### config.mk
export PLATFORM = sky130hd
export DESIGN_NAME = mux_scan_sequencer
export DESIGN_NICKNAME = d
export VERILOG_FILES = /design/src/rtl/mux_scan_pkg.sv /design/src/rtl/next_chan_find.sv /design/src/rtl/mux_scan_sequencer.sv
export SDC_FILE = /design/constraint.sdc
export NUM_CORES = 1
export LEC_CHECK = 0
export CORE_MARGIN = 2
export CORE_UTILIZATION = 35
export DETAILED_ROUTE_END_ITERATION = 6
export GPL_TIMING_DRIVEN = 0
export PLACE_DENSITY_LB_ADDON = 0.12
export SLEW_MARGIN = 20
export SYNTH_ARGS = -nofsm -noshare
export SYNTH_HDL_FRONTEND = slang
export SYNTH_HIERARCHICAL = 1
export SYNTH_SLANG_ARGS = --single-unit
### constraint.sdc
create_clock -name clk -period 3.2 [get_ports clk]
set_input_delay 0.48 -clock clk [delete_from_list [all_inputs] [get_ports clk]]
set_output_delay 0.48 -clock clk [all_outputs]
set_load 0.01 [all_outputs]
### src/rtl/mux_scan_pkg.sv
// Shared widths and FSM state codes for the mux scan sequencer.
// Pure declarations: no logic, no latency, no flow control.
package mux_scan_pkg;

  localparam int NCH   = 8;
  localparam int SEL_W = 3;
  localparam int CNT_W = 4;

  typedef logic [1:0] state_t;

  localparam state_t IDLE = 2'd0;
  localparam state_t SCAN = 2'd1;
  localparam state_t DONE = 2'd2;

endpackage

### src/rtl/next_chan_find.sv
// Finds the lowest enabled channel above cur (or at/above cur when from_start).
// Purely combinational: zero latency, no flow control.
module next_chan_find
  import mux_scan_pkg::*;
(
  input  logic [NCH-1:0]   mask,
  input  logic [SEL_W-1:0] cur,
  input  logic             from_start,
  output logic [SEL_W-1:0] nxt,
  output logic             found
);

  // Walk downward so the lowest qualifying index is the one left standing.
  always_comb begin
    nxt   = '0;
    found = 1'b0;
    for (int i = NCH - 1; i >= 0; i--) begin
      if (mask[i] && ((SEL_W'(i) > cur) || (from_start && (SEL_W'(i) == cur)))) begin
        nxt   = SEL_W'(i);
        found = 1'b1;
      end
    end
  end

endmodule

### src/rtl/mux_scan_sequencer.sv
// Steps the 8:1 mux selects over enabled channels, samples y after SETTLE_CYC cycles each.
// Word valid popcount(mask)*SETTLE_CYC edges after start; held in DONE until data_ready.
module mux_scan_sequencer
  import mux_scan_pkg::*;
#(
  parameter int SETTLE_CYC = 1
)
(
  input  logic           clk,
  input  logic           rst_n,
  input  logic           start,
  input  logic [NCH-1:0] chan_mask,
  input  logic           y,
  output logic           s2,
  output logic           s1,
  output logic           s0,
  output logic           busy,
  output logic [NCH-1:0] data_out,
  output logic           data_valid,
  input  logic           data_ready
);

  localparam logic [CNT_W-1:0] CNT_RELOAD = CNT_W'(SETTLE_CYC - 1);

  state_t           state;
  logic [SEL_W-1:0] sel;
  logic [CNT_W-1:0] cnt;
  logic [NCH-1:0]   mask_r;
  logic [NCH-1:0]   shadow;
  logic [NCH-1:0]   merged;
  logic             in_idle;
  logic [NCH-1:0]   find_mask;
  logic [SEL_W-1:0] find_cur;
  logic [SEL_W-1:0] nxt;
  logic             found;

  assign in_idle = (state == IDLE);

  // In IDLE the finder looks at the live mask from index 0 inclusive; during
  // a scan it searches the captured mask strictly above the current channel.
  assign find_mask = in_idle ? chan_mask : mask_r;
  assign find_cur  = in_idle ? '0 : sel;

  next_chan_find u_find (
    .mask       (find_mask),
    .cur        (find_cur),
    .from_start (in_idle),
    .nxt        (nxt),
    .found      (found)
  );

  always_comb begin
    merged      = shadow;
    merged[sel] = y;
  end

  always_ff @(posedge clk or negedge rst_n) begin
    if (!rst_n) begin
      state      <= IDLE;
      sel        <= '0;
      cnt        <= '0;
      mask_r     <= '0;
      shadow     <= '0;
      data_out   <= '0;
      data_valid <= 1'b0;
    end else begin
      case (state)
        IDLE: begin
          sel <= '0;
          if (start) begin
            mask_r <= chan_mask;
            shadow <= '0;
            if (!found) begin
              data_out   <= '0;
              data_valid <= 1'b1;
              state      <= DONE;
            end else begin
              sel   <= nxt;
              cnt   <= CNT_RELOAD;
              state <= SCAN;
            end
          end
        end
        SCAN: begin
          if (cnt != '0) begin
            cnt <= cnt - 1'b1;
          end else begin
            shadow <= merged;
            if (found) begin
              sel <= nxt;
              cnt <= CNT_RELOAD;
            end else begin
              data_out   <= merged;
              data_valid <= 1'b1;
              state      <= DONE;
            end
          end
        end
        DONE: begin
          if (data_valid && data_ready) begin
            data_valid <= 1'b0;
            sel        <= '0;
            state      <= IDLE;
          end
        end
        default: begin
          state <= IDLE;
          sel   <= '0;
        end
      endcase
    end
  end

  assign {s2, s1, s0} = sel;
  assign busy         = !in_idle;

endmodule

* Word-level counts from Yosys, hierarchy flattened *
Cells that the tools add are included.

operators by class
  multiplexer cells = 50
  $lt $le $gt $ge = 10
  add/subtract/negate cells = 1
  equal/unequal tests = 15
  reduce and logical (&&, ||, !) cells = 39

operators with widths
  cell                  number
  $mux W8               7
  $mux W3               14
  $pmux W8 S2           2
  $logic_and A1 B1 Y1   18
  $mux W1               13
  $eq A3 B3 Y1 const A  4
  $gt A3 B3 Y1 const A  4
  $mux W4               3
  $ne A2 B2 Y1 const B  6
  $mux W2               5
  $pmux W3 S3           1
  $bwmux W8             1
  $logic_or A1 B1 Y1    8
  $pmux W4 S2           1
  $reduce_and A4 Y1     2
  $eq A2 B3 Y1 const A  2
  $gt A1 B3 Y1 const A  2
  $gt A2 B3 Y1 const A  2
  $pmux W2 S3           1
  $reduce_and A3 Y1     2
  $reduce_and A5 Y1     1
  $lt A3 B4 Y1 const B  1
  $reduce_and A2 Y1     2
  $reduce_bool A4 Y1    1
  other kinds (12)      12

word-level totals
  logic and storage cells = 122
  output and inout bits = 13
  bits of input ports = 13
  register bits = 34

* Logic depth before layout (Yosys ltp) *
Gate-level depths: netlist (run 1).

  word-level depth = 17
  depth in mapped cells = 14
  gate-level depth less buffers = 11

* Modules after synthesis *
Netlist (run 1), hierarchy kept.

modules (own cells, without submodules)
  module              seq. area each (um^2)  area an instance (um^2)  times used  cells an instance
  mux_scan_sequencer  850.8                  1,712.9                  1           166
  next_chan_find      0.0                    266.5                    1           49

* Least setup slack after synthesis (run 1) *
OpenSTA, ideal clock, no wires.

  kind = register -> register
  start point = reg state[1]
  end point = reg data_out[1]
  arrival = 2.401 ns
  clock period less this slack = 2.539 ns
  stages on the path, launching flop included = 15
  buffers on the path = 3
  slack = 0.661 ns
  setup time = 0.139 ns
  data required time = 3.061 ns
  path through = dfrtp_1 > buf_2 > nor2_1 > buf_4 > mux2_2 > nor2_1 > a21oi_1 > o21a_1 > a21oi_1 > nand2_1 > nor2_1 > o21ai_2 > buf_2 > nand2_1 > o21ai_0

on the way
  elaborated cells on any way between the ends = 59
  those cells by class = 8 x order compare; 12 x eq/ne; 11 x mux; 28 x reduce/logical

RTL lines
  element                          RTL line                  RTL
  start, declared                  mux_scan_sequencer.sv:25  state_t state;
  start signal, assigned           mux_scan_sequencer.sv:59  state <= IDLE;
  start signal, assigned           mux_scan_sequencer.sv:76  state <= DONE;
  start signal, assigned           mux_scan_sequencer.sv:80  state <= SCAN;
  $logic_not A2 Y1 (*)             mux_scan_sequencer.sv:37  assign in_idle = (state == IDLE);
  named net in_idle                mux_scan_sequencer.sv:31  logic in_idle;
  $mux W8 (*)                      mux_scan_sequencer.sv:41  assign find_mask = in_idle ? chan_mask : mask_r;
  named net find_mask[3]           mux_scan_sequencer.sv:32  logic [NCH-1:0] find_mask;
  $logic_and A1 B1 Y1 (*)          next_chan_find.sv:18      if (mask[i] && ((SEL_W'(i) > cur) || (from_start && (SEL_W'(i) == cur)))) begin
  $mux W1 (*) (4 in series)        next_chan_find.sv:18
  named net found                  mux_scan_sequencer.sv:35  logic found;
  $ne A2 B2 Y1 (no line)           -
  $reduce_and A5 Y1 (no line) (*)  -
  end signal, assigned             mux_scan_sequencer.sv:93  data_out <= merged;
  end, declared                    mux_scan_sequencer.sv:18  output logic [NCH-1:0] data_out,

The timed path passes the listed nets; every way through them passes the cells marked *.
A chain may end at the register's enable or synchronous reset.

* Worst setup path after layout (run 1) *
  start point = reg state[1]
  end point = reg data_out[6]

The elaborated chain is that of the path after synthesis.

==> run metrics, run 1 <==
outcome=finished, final reports clean; fin crit share=88.5%; die area=6270 sq um; kind of cell adding the most delay to the critical path=simple AND/OR/NAND/NOR gates; WL per Instance=13.2 microns; post-layout util=44.3%; vias per cell=4.99; Die H=79.2 microns; VDD IR max=0.393 mV; start of the worst register-to-register path=state[1]; Final nets=262; Max-Cap Viols=0; layout cells sized above 1=20.6%; EDFF count, synth=0; Yosys top cell area share=43.0%; FF+latch count, synth=34; Buf/Inv on CP=3; type of origin of the critical path=register; met2 Use GR=23.9%; Yosys cell types=38; initial DRC count=71; clock sink total=34; clk slew on worst S/H paths=0.07 ns; Clock Latency Late Sink=0.29 ns; vias in the first global route=1494; Overall Power=2.38 mW; GR Layer Usage met3=3.75%; ant diodes=0; CP max stage delay=0.40 ns; Synth Net Count=229; std cell rows=27; router iterations before antenna repair=4; Req. time, crit path=3.36 ns; reg2reg setup slack=0.37 ns; cell area after synthesis=1980 sq um; grt ovf=0; Slew @ Worst Pin=0.457 ns; Mean Syn Cell Area=9.21 sq um; CTS tree=yes; root buffer cell=clkbuf_8; Hold Fails Final Rpt=0; P_leak=1.04 nW; most common cell after layout, fill and taps aside=dfrtp_1; Die Wd=79.2 microns; largest net degree at the start of global routing=20; Area after DPL=2340 sq um; H-tree Lvls=2; Final Wtd Congestion=0.739; FMAX=353 MHz; setup tns final=0 ns; Slew Viols, Final=0; ANT nets after route=0; pre-CTS setup slack=0.237 ns; Max FO, Critical Path=11; yosys warns=6; CP Data Arrival Time=2.99 ns; worst r2r path cells=14; top post-synthesis cells by area=dfrtp_1 43%, mux2_2 11%, o21ai_0 5.3%, nand2_1 4.9%, nor2_1 3.8%; end point of the critical path=data_out[6]; most frequent cells in the layout=34 x dfrtp_1, 26 x nand2_1, 24 x clkdlybuf4s50_1, 21 x o21ai_0, 20 x mux2_2; vias post-DR=1597; worst clock skew=0.00448 ns; Setup-failing EPs final=0; DP HPWL=3100 microns; CP Cell Sequence=buf_2 > nor2_2 > buf_4 > mux2_2 > nor2_1 > a21oi_1 > o21a_1 > a21oi_1 > nand2_1 > nor2_1 > o21ai_2 > buf_2 > nand2_1 > o21ai_0; Clock Path Buffers=2; Synth area leader=dfrtp_1; final worst slack=0.368 ns; r2r endpoint=data_out[6]; Critical Path Slowest Stage Cell=mux2_2; Post-Synthesis Cells=215; DRC=0; first-pass GRT wire length=7350 microns; initial antenna violation count=0; unrepaired setup endpoints after global routing=no; Layout area overhead=22.4%; CTS Hold Bufs=0; gr busiest metal=met2; Core Area=5470 sq um; M1 GR Usage=19.8%; register area share after synthesis=43.0%; crit path from=state[1]; IO Pins=26; routed wire length=4220 microns; PortBufs=25; Period minus WS final=2.83 ns; relative slew slack=69.2%; prevailing post-synth register cell=dfrtp_1; Crit. End Element=register; hold crit path type=input pin to asynchronous set/reset pin; TritonCTS Buffers=5; post-route cell area=2420 sq um; Initial Util=36.2%; areal power density over the cells=984 nW/um^2; Synth async-reset ratio=100%; total track usage=15.0%; WP depth=14; Setup CP Type=register to register
==> report_power, final <==
group          internal (mW)  total, mW  switching, mW
clock network          0.146      0.306          0.160
registers              0.618      0.722          0.104
logic                  0.656       1.36          0.700
total                   1.42       2.38          0.965
==> synth_stat cells, types with 2 or more instances <==
master and number:
a21oi_1 10, a2bb2oi_1 2, a31o_2 3, and2_1 2, buf_2 8, buf_4 4, dfrtp_1 34, inv_1 9
mux2_2 20, mux2i_1 4, nand2_1 26, nand2b_1 7, nand3_1 5, nand3b_1 3, nor2_1 20, nor2b_1 6
nor3_1 2, nor3b_1 2, o211ai_1 4, o21ai_0 21, o21ai_1 2, o21ai_2 2, o311ai_0 3, o31ai_1 2
==> how the worst min path moves through the flow <==
stage | end | depth (start not counted) | slack, ns
floorplan | cnt[0] | 0 | 0.18
global placement | shadow[0] | 2 | 0.46
detailed placement | data_out[2] | 1 | 0.44
CTS | mask_r[7] | 1 | 0.13
global route | mask_r[7] | 1 | 0.16
finish | data_out[2] | 1 | 0.12
==> repair_timing <==
action / 4_1_cts / 5_1_grt
setup endpoints to repair: 0 / 5
setup buffers: 0 / 0
gates resized for setup: 0 / 1
==> routing by layer <==
layer | share of wire (%) | up-vias
met5 | 0 | -
met4 | 0.69 | 0
met3 | 4.2 | 2
met2 | 46 | 29
met1 | 49 | 741
li1 | - | 825
==> stage by stage <==
step / hold WS, ns / cells
2_1_floorplan: 0.184 / 215
3_3_place_gp: 0.462 / 312
3_5_place_dp: 0.443 / 313
4_1_cts: 0.127 / 320
5_1_grt: 0.159 / 320
6_report: 0.125 / 320
==> area by class of cell <==
type / count / area, sq um
fillers: 571 / 3050
clock buffers: 5 / 68.8
well taps: 72 / 90.1
multi-input cells: 160 / 1030
clock inverters: 2 / 10.0
flip-flops and latches: 34 / 851
inverters: 9 / 33.8
repair buffers: 26 / 273
plain buffers: 12 / 70.1
==> logic make-up after synthesis <==
logic type | count (synthesis) | share of synthesized area, %
flip-flops | 34 | 43.0
adder cells (fa/ha/maj) | 1 | 0.632
multiplexers | 24 | 13.4
buffers and inverters | 21 | 5.25
AO/OA/AOI/OAI | 56 | 17.9
AND/OR/NAND/NOR | 79 | 19.8
==> registers in the layout (all words and copies together), names as in the netlist <==
register and cells:
cnt 4, data_out 8, data_valid 1, mask_r 8
sel 3, shadow 8, state 2
No activity file was read; power rests on OpenSTA's default activity.
==> inputs of run 2 (changes only) <==
Settings changed: CORE_MARGIN 2 to 5.
==> run 2 against run 1 <==
Count of clock-buffer cells in the layout unchanged; clock skew up 0.0079 ns; sequential share of layout area grew 0.15 points; clock power barely moved; combinational power barely moved; design area shrank 0.41%; utilization is 0.45 points lower; die area is 16% higher; global-route usage shrank 2.1 points; power rose by 0.11%; maximum frequency fell by 3.2%; sequential power shrank 0.7%.
==> run metrics, run 2 (synthesis results as in run 1) <==
outcome=finished, final reports clean (unchanged); PostCTS Resize Cnt=0 (unchanged); hold crit path type=input pin to asynchronous set/reset pin (unchanged); clock sink total=34 (unchanged); layout cells sized above 1=20.2% (was 20.6%); hold slack=0.0683 ns (was 0.125 ns); H-tree Lvls=2 (unchanged); die area=7260 sq um (was 6270 sq um); DP HPWL=3180 microns (was 3100 microns); most common cell after layout, fill and taps aside=dfrtp_1 (unchanged); WL per Instance=13.4 microns (was 13.2 microns); Hold Fails Final Rpt=0 (unchanged); M1 GR Usage=17.2% (was 19.8%); Period minus WS final=2.93 ns (was 2.83 ns); reg2reg setup slack=0.27 ns (was 0.37 ns); pre-CTS setup slack=0.236 ns (was 0.237 ns); largest net degree at the start of global routing=24 (was 20); CTS tree=yes (unchanged); Slew Viols, Final=0 (unchanged); IO Pins=26 (unchanged); Regs by FF count=data_out x8, mask_r x8, shadow x8 (unchanged); ant diodes=0 (unchanged); relative slew slack=67.2% (was 69.2%); Max FO, Critical Path=11 (unchanged); root buffer cell=clkbuf_8 (unchanged); Setup CP Type=register to register (unchanged); total track usage=12.9% (was 15.0%); Slew @ Worst Pin=0.491 ns (was 0.457 ns); Max-Cap Viols=0 (unchanged); final worst slack=0.273 ns (was 0.368 ns); P_leak=1.04 nW (about the same); total setup buffers inserted after CTS=0 (unchanged); GR Layer Usage met3=2.62% (was 3.75%); PortBufs=25 (unchanged); vias in the first global route=1616 (was 1494); fin crit share=91.5% (was 88.5%); areal power density over the cells=989 nW/um^2 (was 984 nW/um^2); VDD IR max=0.406 mV (was 0.393 mV); routed wire length=4290 microns (was 4220 microns); FMAX=342 MHz (was 353 MHz); vias per cell=5.10 (was 4.99); Final Wtd Congestion=0.753 (was 0.739); Initial Util=35.9% (was 36.2%); Overall Power=2.39 mW (was 2.38 mW); setup tns final=0 ns (unchanged); Die H=85.2 microns (was 79.2 microns); Die Wd=85.2 microns (was 79.2 microns); Setup-failing EPs final=0 (unchanged); Core Area=5510 sq um (was 5470 sq um); ANT nets after route=0 (unchanged); CTS Hold Bufs=0 (unchanged); router iterations before antenna repair=4 (unchanged); Layout area overhead=21.9% (was 22.4%); initial antenna violation count=0 (unchanged); Crit. End Element=register (unchanged); Req. time, crit path=3.36 ns (about the same); type of origin of the critical path=register (unchanged); DRC=0 (unchanged); most frequent cells in the layout=34 x dfrtp_1, 26 x nand2_1, 24 x clkdlybuf4s50_1, 21 x o21ai_0 (was 34 x dfrtp_1, 26 x nand2_1, 24 x clkdlybuf4s50_1, 21 x o21ai_0, 20 x mux2_2); gr busiest metal=met2 (unchanged); initial DRC count=64 (was 71); fin cells=320 (unchanged); grt ovf=0 (unchanged); Final nets=262 (unchanged); std cell rows=27 (unchanged); unrepaired setup endpoints after global routing=no (unchanged); crit path from=state[1] (unchanged); TritonCTS Buffers=5 (unchanged); Cells after DPL=313 (unchanged); start of the worst register-to-register path=state[1] (unchanged); first-pass GRT wire length=7640 microns (was 7350 microns); worst clock skew=0.0123 ns (was 0.00448 ns); vias post-DR=1633 (was 1597); met2 Use GR=21.0% (was 23.9%); CP Data Arrival Time=3.08 ns (was 2.99 ns); Clock Latency Late Sink=0.29 ns (about the same); clk slew on worst S/H paths=0.07 ns (about the same); Clock Path Buffers=2 (unchanged)
run 2: changes by cell type in the layout (fill, tap and decap cells not counted):
cell	previous run	this run
buf_12	0	1
buf_16	1	0
nor2_1	19	20
nor2_2	1	0
run 2: metal layers:
metal,share of wire [%],vias up,wire [microns]
li1,-,824,-
met1,49,771,2100
met2,45,30,1930
met3,4.3,8,186
met4,1.5,0,63
met5,0,-,0
run 2: power by group:
| part | internal, mW | switching, mW |
|---|---|---|
| combinational | 0.655 | 0.708 |
| sequential | 0.618 | 0.0996 |
| clock | 0.146 | 0.161 |
| total | 1.42 | 0.969 |
run 2: worst max-delay path, stage by stage, from the launching register on:
cell	delay, ns
dfrtp_1	0.35
buf_2	0.16
nor2_1	0.30
buf_4	0.26
mux2_2	0.40
nor2_1	0.11
a21oi_1	0.05
o21a_1	0.22
a21oi_1	0.16
nand2_1	0.16
nor2_1	0.14
o21ai_2	0.12
buf_2	0.21
nand2_1	0.08
o21ai_0	0.07
run 2: final timing paths:
| path | end | depth (start not counted) |
|---|---|---|
| setup / recovery | data_out[6] | 14 |
| hold / removal | data_out[2] | 1 |
| setup reg to reg | data_out[6] | 14 |
| hold reg to reg | data_out[1] | 2 |
| max in group asynchronous | mask_r[0] | 2 |
| min in group clk | data_out[1] | 2 |
run 2: area by class of cell:
| cell class | count | area (sq um) |
|---|---|---|
| clock inverters | 2 | 10.0 |
| fillers | 568 | 3090 |
| repair buffers | 26 | 265 |
| plain buffers | 12 | 70.1 |
| well taps | 72 | 90.1 |
| clock buffers | 5 | 68.8 |
| multi-input cells | 160 | 1020 |
| inverters | 9 | 33.8 |
| flip-flops and latches | 34 | 851 |
run 2: per-stage QoR:
stage | instance area [sq um] | utilization, %
CTS | 2410 | 43.8
finish | 2410 | 43.8
floorplan | 1980 | -
detailed placement | 2330 | 42.4
global placement | 2320 | 42.1
global route | 2410 | 43.8
==> inputs of run 3 (changes only) <==
Settings changed: REMOVE_ABC_BUFFERS set to 1, SLEW_MARGIN 20 to 40.
==> run 3 against run 2 <==
Clock power is 6.5% higher; design area down 1.8%; register-to-register slack better by 0.05 ns; worst setup slack gained 0.046 ns; count of clock-buffer cells in the layout grew 2; routed wire length fell by 1.4%; power is 1.7% lower; first-iteration DRC count up 17%; flip-flop and latch count is the same; highest routed layer unchanged.
==> run metrics, run 3 (synthesis results as in run 1) <==
fin crit share=90.0% (was 91.5%); clk slew on worst S/H paths=0.07 ns (about the same); relative slew slack=54.4% (was 67.2%); Setup CP Type=register to register (unchanged); ANT nets after route=0 (unchanged); IO Pins=26 (unchanged); fin cells=309 (was 320); post-layout util=43.1% (was 43.8%); CTS tree=yes (unchanged); register area=851 sq um (unchanged); setup tns final=0 ns (unchanged); unrepaired setup endpoints after global routing=no (unchanged); largest net degree at the start of global routing=25 (was 24); Period minus WS final=2.88 ns (was 2.93 ns); Slew Viols, Final=0 (unchanged); vias post-DR=1557 (was 1633); Regs by FF count=data_out x8, mask_r x8, shadow x8 (unchanged); Final nets=250 (was 262); vias per cell=5.04 (was 5.10); Initial Util=35.9% (unchanged); hold crit path type=input pin to asynchronous set/reset pin (unchanged); Clock Path Buffers=2 (unchanged); CTS Hold Bufs=0 (unchanged); H-tree Lvls=2 (unchanged); DP HPWL=3000 microns (was 3180 microns); clock sink total=34 (unchanged); initial DRC count=75 (was 64); Max-Cap Viols=0 (unchanged); Hold Fails Final Rpt=0 (unchanged); Clock Latency Late Sink=0.28 ns (was 0.29 ns); hold slack=0.0925 ns (was 0.0683 ns); Area after DPL=2280 sq um (was 2330 sq um); Overall Power=2.35 mW (was 2.39 mW); Cells after DPL=301 (was 313); die area=7260 sq um (unchanged); router iterations before antenna repair=4 (unchanged); VDD IR max=0.309 mV (was 0.406 mV); FMAX=347 MHz (was 342 MHz); type of origin of the critical path=register (unchanged); Die H=85.2 microns (unchanged); Slew @ Worst Pin=0.682 ns (was 0.491 ns); Final Wtd Congestion=0.772 (was 0.753); most common cell after layout, fill and taps aside=dfrtp_1 (unchanged); routed wire length=4230 microns (was 4290 microns); PostCTS Resize Cnt=0 (unchanged); Crit. End Element=register (unchanged); most frequent cells in the layout=34 x dfrtp_1, 26 x nand2_1, 24 x clkdlybuf4s50_1, 21 x o21ai_0, 20 x mux2_2 (was 34 x dfrtp_1, 26 x nand2_1, 24 x clkdlybuf4s50_1, 21 x o21ai_0); Core Area=5510 sq um (unchanged); P_leak=0.991 nW (was 1.04 nW); Die Wd=85.2 microns (unchanged); multi-input logic area=1030 sq um (was 1020 sq um); layout cells sized above 1=16.5% (was 20.2%); grt ovf=0 (unchanged); std cell rows=27 (unchanged); pre-CTS setup slack=0.253 ns (was 0.236 ns); WL per Instance=13.7 microns (was 13.4 microns); ant diodes=0 (unchanged); DRC=0 (unchanged); total track usage=13.0% (was 12.9%); areal power density over the cells=989 nW/um^2 (about the same); initial antenna violation count=0 (unchanged); vias in the first global route=1545 (was 1616); TritonCTS Buffers=5 (unchanged); fillers=557 (was 568); total setup buffers inserted after CTS=0 (unchanged); post-route cell area=2370 sq um (was 2410 sq um); Setup-failing EPs final=0 (unchanged); first-pass GRT wire length=7560 microns (was 7640 microns); Layout area overhead=19.8% (was 21.9%); root buffer cell=clkbuf_8 (unchanged); PortBufs=25 (unchanged); worst clock skew=0.00629 ns (was 0.0123 ns); outcome=finished, final reports clean (unchanged); final worst slack=0.319 ns (was 0.273 ns); Max FO, Critical Path=24 (was 11); Req. time, crit path=3.37 ns (was 3.36 ns); CP Data Arrival Time=3.05 ns (was 3.08 ns)
run 3: path summary, 6_finish.rpt:
path                          endpoint  depth (start not counted)        start  slack (ns)
max                        data_out[2]                         10     state[1]        0.32
min                             cnt[2]                          1        rst_n        0.09
max reg2reg                data_out[2]                         10     state[1]        0.32
min reg2reg                data_out[5]                          2  data_out[5]        0.48
max in group asynchronous     state[0]                          2        rst_n        2.67
min in group clk           data_out[5]                          2  data_out[5]        0.48
run 3: power breakdown:
group	leakage [nW]	switching [mW]	internal (mW)
clock	0.0482	0.154	0.174
combinational	0.528	0.634	0.614
sequential	0.416	0.153	0.618
total	0.991	0.941	1.40
run 3: layout make-up:
cell class | instances | area share, %
Multi-Input combinational cell | 160 | 43.5
Sequential cell | 34 | 35.9
Timing Repair Buffer | 26 | 11.5
Tap cell | 72 | 3.80
Clock buffer | 7 | 3.64
Inverter | 9 | 1.42
Clock inverter | 1 | 0.211
run 3: routing by layer:
layer	GRT usage, %	vias to the layer above	share of wire, %
li1	-	799	-
met1	17.0	724	47
met2	20.4	28	47
met3	3.79	6	4.6
met4	4.75	0	1.6
met5	0	-	0
run 3: critical path, stage by stage, from the launching register on:
cell and delay, ns:
dfrtp_1 0.48, nor2_4 0.49, nor2_1 0.25, a21boi_0 0.18
o31ai_1 0.20, o21ai_1 0.11, and2_1 0.17, nand2_1 0.16
nor2_1 0.07, o21ai_2 0.25, mux2_2 0.40
